$ cat src/rtl/seg7_pkg.sv
// Shared constants for the seven-segment scan controller: digit geometry
// and the active-low hex-to-cathode table, {g,f,e,d,c,b,a}.
package seg7_pkg;

  localparam int NUM_DIGITS = 8;
  localparam int DIGIT_W    = 3;

  localparam logic [6:0] SEG_BLANK = 7'h7F;

  localparam logic [6:0] HEX_SEG [16] = '{
    7'h40, 7'h79, 7'h24, 7'h30, 7'h19, 7'h12, 7'h02, 7'h78,
    7'h00, 7'h10, 7'h08, 7'h03, 7'h46, 7'h21, 7'h06, 7'h0E
  };

  typedef logic [DIGIT_W-1:0] digit_t;

endpackage

$ cat src/rtl/seg7_scan_ctrl_if.sv
// Control and display bus of the scan controller.
// The master drives value/load/enable; the slave drives the anode index and cathodes.
interface seg7_scan_ctrl_if;
  import seg7_pkg::*;

  logic         en;
  logic [31:0]  value_in;
  logic         load;
  logic         blank_lz;
  digit_t       digit_sel;
  logic [6:0]   seg;
  logic         commit;

  modport master (
    output en, value_in, load, blank_lz,
    input  digit_sel, seg, commit
  );

  modport slave (
    input  en, value_in, load, blank_lz,
    output digit_sel, seg, commit
  );

endinterface

$ cat src/rtl/seg7_hex_enc.sv
// Combinational nibble to active-low seven-segment pattern lookup.
module seg7_hex_enc
  import seg7_pkg::*;
(
  input  logic [3:0] nibble_i,
  output logic [6:0] seg_o
);

  assign seg_o = HEX_SEG[nibble_i];

endmodule

$ cat src/rtl/seg7_scan_ctrl.sv
// Eight-digit time-multiplexed scan controller with a tear-free display
// shadow register that only commits on frame boundaries.
module seg7_scan_ctrl
  import seg7_pkg::*;
#(
  parameter int REFRESH_DIV = 100000
) (
  input  logic              clk,
  input  logic              rstn,
  seg7_scan_ctrl_if.slave   bus
);

  localparam int                CNT_W    = (REFRESH_DIV > 2) ? $clog2(REFRESH_DIV) : 1;
  localparam logic [CNT_W-1:0]  CNT_LAST = CNT_W'(REFRESH_DIV - 1);
  localparam digit_t            IDX_LAST = digit_t'(NUM_DIGITS - 1);

  logic [CNT_W-1:0] cnt_q, cnt_d;
  digit_t           idx_q, idx_d;
  digit_t           digit_sel_q;
  logic [6:0]       seg_q, seg_d;
  logic [31:0]      disp_q, disp_d;
  logic [31:0]      pend_reg_q, pend_reg_d;
  logic             pend_q, pend_d;
  logic             commit_evt_q, commit_evt_d;
  logic             commit_q;

  logic             tick;
  logic             frame_end;
  logic             lz_blank;
  logic [4:0]       nib_sh;
  logic [31:0]      upper;
  logic [3:0]       nibble;
  logic [6:0]       hex_seg;

  assign nib_sh = {idx_q, 2'b00};
  assign nibble = disp_q[nib_sh +: 4];
  assign upper  = disp_q >> nib_sh;

  seg7_hex_enc u_hex_enc (
    .nibble_i (nibble),
    .seg_o    (hex_seg)
  );

  always_comb begin
    tick         = bus.en && (cnt_q == CNT_LAST);
    frame_end    = tick && (idx_q == IDX_LAST);
    lz_blank     = bus.blank_lz && (idx_q != '0) && (upper == '0);

    cnt_d        = cnt_q;
    idx_d        = idx_q;
    disp_d       = disp_q;
    pend_reg_d   = pend_reg_q;
    pend_d       = pend_q;
    commit_evt_d = 1'b0;

    if (bus.en) begin
      cnt_d = tick ? '0 : cnt_q + 1'b1;
    end
    if (tick) begin
      idx_d = idx_q + 1'b1;
    end

    // A load landing exactly on the boundary bypasses the shadow register.
    if (frame_end && bus.load) begin
      disp_d       = bus.value_in;
      pend_d       = 1'b0;
      commit_evt_d = 1'b1;
    end else if (frame_end && pend_q) begin
      disp_d       = pend_reg_q;
      pend_d       = 1'b0;
      commit_evt_d = 1'b1;
    end else if (bus.load) begin
      pend_reg_d   = bus.value_in;
      pend_d       = 1'b1;
    end

    seg_d = (!bus.en || lz_blank) ? SEG_BLANK : hex_seg;
  end

  // commit is delayed one stage so it lines up with the first digit-0 pattern.
  always_ff @(posedge clk) begin
    if (!rstn) begin
      cnt_q        <= '0;
      idx_q        <= '0;
      digit_sel_q  <= '0;
      seg_q        <= SEG_BLANK;
      disp_q       <= '0;
      pend_reg_q   <= '0;
      pend_q       <= 1'b0;
      commit_evt_q <= 1'b0;
      commit_q     <= 1'b0;
    end else begin
      cnt_q        <= cnt_d;
      idx_q        <= idx_d;
      digit_sel_q  <= idx_q;
      seg_q        <= seg_d;
      disp_q       <= disp_d;
      pend_reg_q   <= pend_reg_d;
      pend_q       <= pend_d;
      commit_evt_q <= commit_evt_d;
      commit_q     <= commit_evt_q;
    end
  end

  assign bus.digit_sel = digit_sel_q;
  assign bus.seg       = seg_q;
  assign bus.commit    = commit_q;

endmodule

$ cat src/flat_wrapper.sv
// flat-port wrapper written by rule: the top's interface ports become plain ports
module seg7_scan_ctrl_flat import seg7_pkg::*;
#(
  parameter int REFRESH_DIV = 100000
)
  (clk, rstn, bus_en, bus_value_in, bus_load, bus_blank_lz, bus_digit_sel, bus_seg, bus_commit);
  seg7_scan_ctrl_if bus_i ();
  input  logic clk;
  input  logic rstn;
  input wire logic [$bits(bus_i.en)-1:0] bus_en;
  input wire logic [$bits(bus_i.value_in)-1:0] bus_value_in;
  input wire logic [$bits(bus_i.load)-1:0] bus_load;
  input wire logic [$bits(bus_i.blank_lz)-1:0] bus_blank_lz;
  output wire logic [$bits(bus_i.digit_sel)-1:0] bus_digit_sel;
  output wire logic [$bits(bus_i.seg)-1:0] bus_seg;
  output wire logic [$bits(bus_i.commit)-1:0] bus_commit;
  assign bus_i.en = bus_en;
  assign bus_i.value_in = bus_value_in;
  assign bus_i.load = bus_load;
  assign bus_i.blank_lz = bus_blank_lz;
  assign bus_digit_sel = bus_i.digit_sel;
  assign bus_seg = bus_i.seg;
  assign bus_commit = bus_i.commit;
  seg7_scan_ctrl #(.REFRESH_DIV(REFRESH_DIV)) u_core (.clk(clk), .rstn(rstn), .bus(bus_i));
endmodule
$ cat config.mk
export PLATFORM = sky130hd
export DESIGN_NAME = seg7_scan_ctrl_flat
export DESIGN_NICKNAME = d
export VERILOG_FILES = /design/src/rtl/seg7_pkg.sv /design/src/rtl/seg7_scan_ctrl_if.sv /design/src/rtl/seg7_hex_enc.sv /design/src/rtl/seg7_scan_ctrl.sv /design/src/flat_wrapper.sv
export SDC_FILE = /design/constraint.sdc
export NUM_CORES = 1
export LEC_CHECK = 0
export CAP_MARGIN = 40
export CORE_MARGIN = 2
export CORE_UTILIZATION = 51
export DETAILED_ROUTE_END_ITERATION = 8
export PLACE_DENSITY_LB_ADDON = 0.12
export REMOVE_ABC_BUFFERS = 1
export SYNTH_ARGS = -nofsm -noshare
export SYNTH_HDL_FRONTEND = slang
export SYNTH_SLANG_ARGS = --single-unit
$ cat constraint.sdc
create_clock -name clk -period 2.5 [get_ports clk]
set_input_delay 0.5 -clock clk [delete_from_list [all_inputs] [get_ports clk]]
set_output_delay 0.5 -clock clk [all_outputs]
set_load 0.01 [all_outputs]
## After elaboration in Yosys (flattened, before gate mapping)

Memory sizes are Yosys's and may differ from the RTL's. A register that Yosys moved wholly into a read port is not among the register bits.
Index checks and enable logic that the tools add are counted.

- Bits in read-only memories: 112
- Memories: 1
- Word-level logic and storage cells: 38
- Input port bits: 37
- Output and inout bits: 11
- Register bits: 90

Memories:

| memory | words | width | read ports | clocked after memory_dff | wr ports | line | RTL |
|---|---|---|---|---|---|---|---|
| (name not given) | 16 | 7 | 1 | 1 | 0 | seg7_hex_enc.sv:9 | `assign seg_o = HEX_SEG[nibble_i];` |

- Add/sub/neg operators: 2
- Bitwise gates (word level): 4
- Shift-type cells: 2
- Multiplexer cells: 5
- Reduce and logical (&&, ||, !) cells: 14
- Equality and inequality tests: 2

Operators by type and width:

| kind | count |
|---|---|
| 32-bit 2-to-1 mux | 2 |
| 32-bit logical NOT | 1 |
| 32-bit by 6-bit variable part select with 4-bit output | 1 |
| 32-bit by 5-bit >> shifter with 32-bit output | 1 |
| 17-bit by 1-bit adder with 17-bit output (second input constant) | 1 |
| 17-bit == test (second input constant) | 1 |
| 17-bit 2-to-1 mux | 1 |
| 1-bit logical AND | 6 |
| 4-bit inverter with 5-bit output | 1 |
| 3-bit by 1-bit adder with 3-bit output (second input constant) | 1 |
| 3-bit == test (second input constant) | 1 |
| 1-bit inverter | 3 |
| 3-bit AND reduction | 1 |
| 3-bit nonzero test | 1 |
| 3-bit OR reduction | 1 |
| 1-bit 2-to-1 mux | 2 |
| 2-bit nonzero test | 1 |
| 2-bit OR reduction | 1 |
| 1-bit logical NOT | 1 |
| 1-bit logical OR | 1 |

## Longest topological paths before layout

Gate-level depths: netlist of the first run.

- Depth in word-level cells: 6
- Gate-level depth with buffers: 9
- Depth with buffers taken out: 7

## Hierarchy

From an unflattened synthesis of the first run, not the netlist that was laid out.

- Cells, all modules: 509
- Area total of the unflattened synthesis: 4768.3 µm²

By module, submodules not included:

| module | area an instance (µm²) | cells each | times used |
|---|---|---|---|
| seg7_scan_ctrl | 4494.3 | 476 | 1 |
| seg7_hex_enc | 274.0 | 33 | 1 |

## Worst setup path after synthesis of the first run

OpenSTA, ideal clock, no wires.

- Kind: reg-to-reg
- Start point: register u_core.idx_q[0]
- End point: register u_core.seg_q[3] (netlist: u_core.bus.seg[3])
- Arrival: 2.364 ns
- Cell stages (with the launch flop): 10
- Path slack: 0.053 ns
- Period minus slack after synthesis: 2.447 ns
- Path through: dfxtp_1 > buf_6 > buf_2 > mux4_2 > mux2i_1 > ha_1 > nand2_1 > a211oi_2 > a31oi_4 > o221ai_1

- Longest elaborated chain between the ends: 5

RTL lines:

| what | line | RTL |
|---|---|---|
| start, declared | seg7_scan_ctrl.sv:18 | `digit_t idx_q, idx_d;` |
| start signal, assigned | seg7_scan_ctrl.sv:94 | `idx_q <= idx_d;` |
| 32-bit by 5-bit >> shifter with 32-bit output or 3-bit nonzero test (tied branches) | seg7_scan_ctrl.sv:37, seg7_scan_ctrl.sv:47 |  |
| 32-bit logical NOT or 1-bit logical AND (tied branches) | seg7_scan_ctrl.sv:47 | `lz_blank = bus.blank_lz && (idx_q != '0) && (upper == '0);` |
| 1-bit logical AND | seg7_scan_ctrl.sv:47 |  |
| 1-bit logical OR | seg7_scan_ctrl.sv:77 | `seg_d = (!bus.en \|\| lz_blank) ? SEG_BLANK : hex_seg;` |
| 2-bit OR reduction (no source line) | n/a |  |
| end, declared | seg7_scan_ctrl.sv:20 | `logic [6:0] seg_q, seg_d;` |

Several ways; a longest one is shown, not always the timed one.
A chain may end at the register's enable or synchronous reset.

## Final worst setup path of the first run

- Start point: register u_core.idx_q[0]
- End point: register u_core.seg_q[5] (netlist: u_core.bus.seg[5])

Same word-level chain as after synthesis.

==> flow_summary.yaml, run 1 <==
clock_network:
  cts_made_buffers: 9
  path_clk_slew_ps: 100
  clock-sinks: 97
  h-tree-depth: 3
  post_cts_buffers: 0
  cts_tree: "built"
  root_buffer: "clkbuf_8"
  cts.hold.buffers_added: 0
  clk_latency_ps: 360
  ctsLongestPathBuffers: 2
  ctsResizeCount: 0
grt:
  grt_overflow: 0
  grt_pass1_vias: 3462
  top_usage_layer: "met2"
  antenna_found_initial: 0
  use_met3_pct: 3.69
  globalRouteTotalUtil_pct: 20.7
  met2_usage_pct: 33.1
  grt_pass1_wl_um: 16600
  met1_usage_pct: 27.9
  grt_max_degree: 61
timing:
  finalHoldViolCount: 0
  hold-worst-slack_ps: 445
  fin_crit_sh_pct: 92.0
  setup_viol: 0
  max_freq_mhz: 435
  skew_ps: 12.3
  period_needed_ps: 2300
  tightest_slew_ps: 603
  drv_slew: 0
  rsz0062_at_grt: "false"
  slew_headroom_pct: 59.8
pwr:
  power_mw: 2.87
  leakagePower_nw: 1.96
  switching_power_mw: 0.668
  switching_share_pct: 23.3
  ir_drop_v: 0.000290
  cell_internal_pwr_mw: 2.20
  seq_power_share_pct: 56.0
  power_density_nw_per_um2: 522
  combPwrFrac_pct: 7.4
  clkPwrFrac_pct: 36.6
layout:
  syn_to_final_growth_pct: 17.2
  fin_nets: 557
  diodes: 0
  layout-drive-gt1-share_pct: 12.6
drt:
  dr.pass1.iters: 4
  antenna_left: 0
  wl_per_cell_um: 15.5
  drtIter0Drc: 188
  finalWirelength_um: 9650
  drc: 0
  via_count: 3549
  via_per_inst: 5.69
yosys:
  ys.flop_type: "dfxtp_1"
  synthArstFlopShare_pct: 0
  synth_compound_area_share_pct: 17.9
  synth_cells: 468
  synth-xor-area-share_pct: 2.80
  synth_area_per_cell_um2: 10.0
  ys.warnings.count: 0
  synth_top_family_by_area: "simple AND/OR/NAND/NOR gates"
  synth.distinct_cells: 54
  synth_seq_cells: 97
  synth_edf_count: 0
  muxShareOfSynthArea_pct: 13.1
  netlist_area_um2: 4690
  synth_seq_area_share_pct: 41.4
  synthAdderAreaFrac_pct: 2.40
  synth-simple-area-share_pct: 18.1
outcome:
  outcome: "complete, no violations"
run:
  drv_cap: 0
worst_setup_path:
  crit_path_max_fanout: 8
  cp_slowest_stage_delay_ps: 510
  cp-startpoint: "u_core.idx_q[0]"
  critPathCapture: "u_core.bus.seg[5]"
  reg2reg_slack_ps: 200
  path_buf_inv: 0
  worst-setup-path-type: "flip-flop to flip-flop"
  crit_family: "multiplexers"
  rr_endpoint: "u_core.bus.seg[5]"
  cp.depth: 7
  r2r-start: "u_core.idx_q[0]"
  cp_data_required_time_ps: 2770
  critical_path_arrival_ps: 2570
  cp-end-kind: "flip-flop"
  cp_slowest_cell: "mux4_2"
  cp-start-kind: "flip-flop"
  crit_chain: "mux4_2 > mux2i_1 > ha_1 > nand2_1 > a211oi_2 > a31oi_4 > o221ai_1"
  worstRegToRegCells: 7
floorplanning:
  num_rows: 34
  die_area_um2: 9980
  core_area_um2: 8810
  die_h_um: 99.9
  pin_count: 48
  start_util_pct: 53.3
  die_w_um: 99.9
placed_design:
  routabilityCongestion: 0.989
  dp_hpwl_um: 6680
  io_buffers: 47
worst_hold_path:
  hold_path.class: "flip-flop to flip-flop"
## worst min-delay path by stage
stage,from,end,slack (ps),cells after the start
after floorplan,u_core.commit_evt_q,u_core.bus.commit,410,1
after global placement,u_core.commit_evt_q,u_core.bus.commit,420,1
after detailed placement,u_core.commit_evt_q,u_core.bus.commit,430,1
after CTS,u_core.commit_evt_q,u_core.bus.commit,450,1
after global routing,u_core.commit_evt_q,u_core.bus.commit,480,1
final,u_core.commit_evt_q,u_core.bus.commit,450,1
## logic make-up (layout without fill, tap and decap cells)
logic type / Yosys count / after routing
simple gates: 164 / 164
flops: 97 / 97
compound gates: 95 / 95
mux: 49 / 49
buf+inv: 39 / 87
xor+xnor: 15 / 15
fa+ha+maj: 9 / 9
## area by class of cell
type | instances | area, µm²
Clock buffer | 11 | 141
Clock inverter | 5 | 63.8
Fill cell | 742 | 3310
Inverter | 6 | 22.5
Multi-Input combinational cell | 332 | 2560
Sequential cell | 97 | 1950
Tap cell | 108 | 135
Timing Repair Buffer | 65 | 626
## power groups by stage
stage	registers [mW]	clock network [mW]	logic, mW
after floorplan	1.64	0	0.0948
after global placement	1.64	0	0.213
after detailed placement	1.64	0	0.214
after CTS	1.61	1.08	0.215
after global routing	1.61	1.14	0.233
final	1.60	1.05	0.213
## through the flow
stage | setup slack, ps | area (µm²) | util [%] | TNS, ps | cells
after global placement | 75.6 | 5290 | 60.0 | 0 | 608
after floorplan | -759 | 4510 | - | -25690 | 435
after detailed placement | 38.0 | 5290 | 60.0 | 0 | 608
after global routing | 6.05 | 5500 | 62.4 | 0 | 624
after CTS | 6.99 | 5490 | 62.4 | 0 | 624
final | 200 | 5500 | 62.4 | 0 | 624
## per-layer routing
metal	part of all wire, %	vias to the layer above
met5	0	-
li1	-	1792
met2	45	75
met1	49	1669
met3	4.3	13
met4	1.6	0
## cells in the final DEF, fill, tap and decap left out, drive strengths merged, types with 11 or more instances in the layout
cell type and instances:
clkbuf 11, nor2b 33, dfxtp 97, o221ai 36, nor2 20, nand2 52
clkdlybuf4s50 46, a21boi 35, mux2i 41, nand3 12, buf 19
## state kept, by name, summed over array words and instances, names as in the netlist
name / flops
u_core.bus.commit: 1
u_core.bus.digit_sel: 3
u_core.bus.seg: 7
u_core.cnt_q: 17
u_core.commit_evt_q: 1
u_core.disp_q: 32
u_core.idx_q: 3
u_core.pend_q: 1
u_core.pend_reg_q: 32
## cells in the mapped netlist, types with 9 or more instances
cell type	count	share of area, %
nor2b_1	33	4.4
clkbuf_1	14	1.1
buf_2	9	0.96
ha_1	9	2.4
nor2_1	20	1.6
nand3_1	12	1.3
o221ai_2	10	3.2
nand2_1	52	4.2
dfxtp_1	97	41
nor4_1	10	1.3
mux2i_1	39	8.3
o221ai_1	26	4.9
a21boi_1	32	5.1
Power figures use the tool's default switching activity.
==> run 2: changes to the inputs <==
- ABC_AREA: unset -> 1
- CORE_UTILIZATION: 51 -> 52
==> run 2 against run 1 <==
  * Maximum frequency is 1.7% higher
  * Synthesized area increased by 9.3%
  * Combinational power is 11% higher
  * Final area is 8.3% higher
  * Via count rose by 40%
  * Die area grew 6.9%
  * Critical path depth up 8
==> flow_summary.yaml, run 2 <==
drt:
  finalWirelength_um: 12300
  drc: 0
  via_per_inst: 5.05
  dr_wl_met2_um: 5590
  dr.pass1.iters: 5
  drtIter0Drc: 257
  antenna_left: 0
  wl_per_cell_um: 12.6
  wl_met1_um: 5870
  via_count: 4964
  wl_met3_um: 733
  dr.max_layer_used: "met4"
placed_design:
  dp_hpwl_um: 8700
  routabilityCongestion: 0.901
  io_buffers: 47
yosys:
  netlist_area_um2: 5120
  ys.flop_type: "dfxtp_1"
  synthArstFlopShare_pct: 0
  synth_most_common_cell: "nand2_1"
  synth_cells: 802
  synth_seq_cells: 97
  synth_edf_count: 0
  ys.warnings.count: 0
  synth_top_area_share_pct: 37.9
  synth.distinct_cells: 34
  synth_area_per_cell_um2: 6.39
  yosys.area.top_type: "dfxtp_1"
  synth_seq_area_share_pct: 37.9
  synthTopCellsByCount: "nand2_1, inv_1, dfxtp_1"
  synth.area.top_cells: "dfxtp_1, nand2_1, a21oi_1"
layout:
  fillers: 964
  regArea_um2: 1940
  syn_to_final_growth_pct: 16.1
  fin_util_pct: 61.4
  multi_input_area_um2: 2620
  diodes: 0
  layout-drive-gt1-share_pct: 7.42
  final_cell_mix: "nand2_1, inv_1, dfxtp_1"
  reg.largest.list: "u_core.disp_q x32, u_core.pend_reg_q x32, u_core.cnt_q x17"
  final_common_cell: "nand2_1"
  fin_nets: 890
grt:
  grt_overflow: 0
  grt_max_degree: 77
  antenna_found_initial: 0
  grt_pass1_wl_um: 20500
  grt_pass1_vias: 4520
  globalRouteTotalUtil_pct: 24.3
worst_setup_path:
  cp_slowest_stage_delay_ps: 390
  crit_chain: "inv_2 > nand2_1 > nand3_1 > nand2_1 > nand2_1 > nand2_1 > ha_1 > nand3_1 > a21oi_1 > nand2_1 > nor2_1 > nand2_1 > inv_1 > nand2_1 > nand3_1"
  critical_path_arrival_ps: 2580
  worst-setup-path-type: "flip-flop to flip-flop"
  cp_data_required_time_ps: 2820
  cp-start-kind: "flip-flop"
  cp-end-kind: "flip-flop"
  cp_common_cell: "nand2_1"
  path_buf_inv: 2
  crit_path_max_fanout: 17
  crit_family: "simple AND/OR/NAND/NOR gates"
  cp_slowest_cell: "dfxtp_1"
floorplanning:
  core_area_um2: 9680
  die_h_um: 103
  pin_count: 48
  die_area_um2: 10700
  num_rows: 36
  die_w_um: 103
  start_util_pct: 52.9
clock_network:
  h-tree-depth: 3
  cts_made_buffers: 9
  clk_latency_ps: 380
  ctsLongestPathBuffers: 2
  clock-sinks: 97
  post_cts_buffers: 0
  cts_tree: "built"
  path_clk_slew_ps: 90
  root_buffer: "clkbuf_8"
timing:
  rsz0062_at_grt: "false"
  finalHoldViolCount: 0
  setup_viol: 0
  period_needed_ps: 2260
  skew_ps: 9.85
  max_freq_mhz: 442
  slew_headroom_pct: 65.7
  fin_crit_sh_pct: 90.4
  tns_ps: 0
  tightest_slew_ps: 511
  drv_slew: 0
pwr:
  seq_power_share_pct: 56.3
  cell_internal_pwr_mw: 2.15
  leakagePower_nw: 2.84
  power_density_nw_per_um2: 478
  ir_drop_v: 0.000343
  clkPwrFrac_pct: 35.4
  switching_share_pct: 24.4
  combPwrFrac_pct: 8.3
  switching_power_mw: 0.692
worst_hold_path:
  hold_path.class: "flip-flop to flip-flop"
run:
  drv_cap: 0
outcome:
  outcome: "complete, no violations"
run 2: cell types whose count changed after synthesis, sizes merged, moves of 8 or more:
cell	change
a21boi	-35
mux4	-8
nand3	+46
inv	+95
nand2	+200
mux2i	-41
o221ai	-36
nor2	+42
a21oi	+71
or2	+15
o21ai	+56
nor2b	-33
run 2: worst paths after layout:
check,depth (start not counted),slack (ps),to,startpoint
setup / recovery,15,240,u_core.bus.seg[2],u_core.idx_q[0]
hold / removal,2,430,u_core.bus.commit,u_core.commit_evt_q
setup reg to reg,15,240,u_core.bus.seg[2],u_core.idx_q[0]
hold reg to reg,2,430,u_core.bus.commit,u_core.commit_evt_q
run 2: power by group through the flow:
stage	clock network [mW]	registers, mW	logic (mW)
3_3_place_gp	0	1.64	0.229
3_5_place_dp	0	1.64	0.236
6_report	1.01	1.60	0.236
4_1_cts	1.03	1.60	0.237
2_1_floorplan	0	1.64	0.106
5_1_grt	1.10	1.61	0.267
run 2: routing by layer:
metal	up-vias	global-route usage, %
li1	2616	-
met2	124	40.1
met4	0	7.09
met5	-	0
met1	2208	32.5
met3	16	4.91
run 2: worst reg2reg max path: stages (launching register included):
cell and delay (ps):
dfxtp_1 390, inv_2 170, nand2_1 120, nand3_1 120, nand2_1 130, nand2_1 60, nand2_1 160, ha_1 270
nand3_1 100, a21oi_1 130, nand2_1 60, nor2_1 100, nand2_1 50, inv_1 50, nand2_1 170, nand3_1 130
run 2: cell families (layout without fill, tap and decap cells):
kind of cell / count (synthesis) / count (layout) / synth area share (%)
AO/OA/AOI/OAI: 142 / 142 / 14.1
XOR/XNOR: 3 / 3 / 0.513
adder cells (fa/ha/maj): 9 / 9 / 2.20
buffers and inverters: 138 / 185 / 11.0
flip-flops: 97 / 97 / 37.9
AND/OR/NAND/NOR: 413 / 413 / 34.3
run 2: layout make-up:
cell class / instances / area share [%]
inverters: 101 / 6.43
clock inverters: 3 / 0.399
flip-flops and latches: 97 / 32.6
clock buffers: 13 / 2.84
multi-input cells: 567 / 44.0
well taps: 133 / 2.80
repair buffers: 68 / 10.9
run 2: per-stage QoR:
step	setup slack, ps	total power, mW	cell area, µm²	cells	hold slack [ps]
after floorplan	-68.8	1.74	4940	765	390
after global routing	22.4	2.97	5950	982	453
after global placement	230	1.87	5750	966	408
after detailed placement	148	1.87	5750	966	412
after CTS	170	2.87	5950	982	430
final	239	2.84	5950	982	428
run 2: timing repair:
action / CTS / global route
gates resized for setup: 0 / 1
hold buffers: 0 / 0
setup endpoints to repair: 0 / 7
hold endpoints to repair: 0 / 0
==> run 3: changes to the inputs <==
- SKIP_LAST_GASP: unset -> 1
- TNS_END_PERCENT: unset -> 100
==> results of run 3 <==
No change in the layout: final DEF, timing and power equal those of run 2.
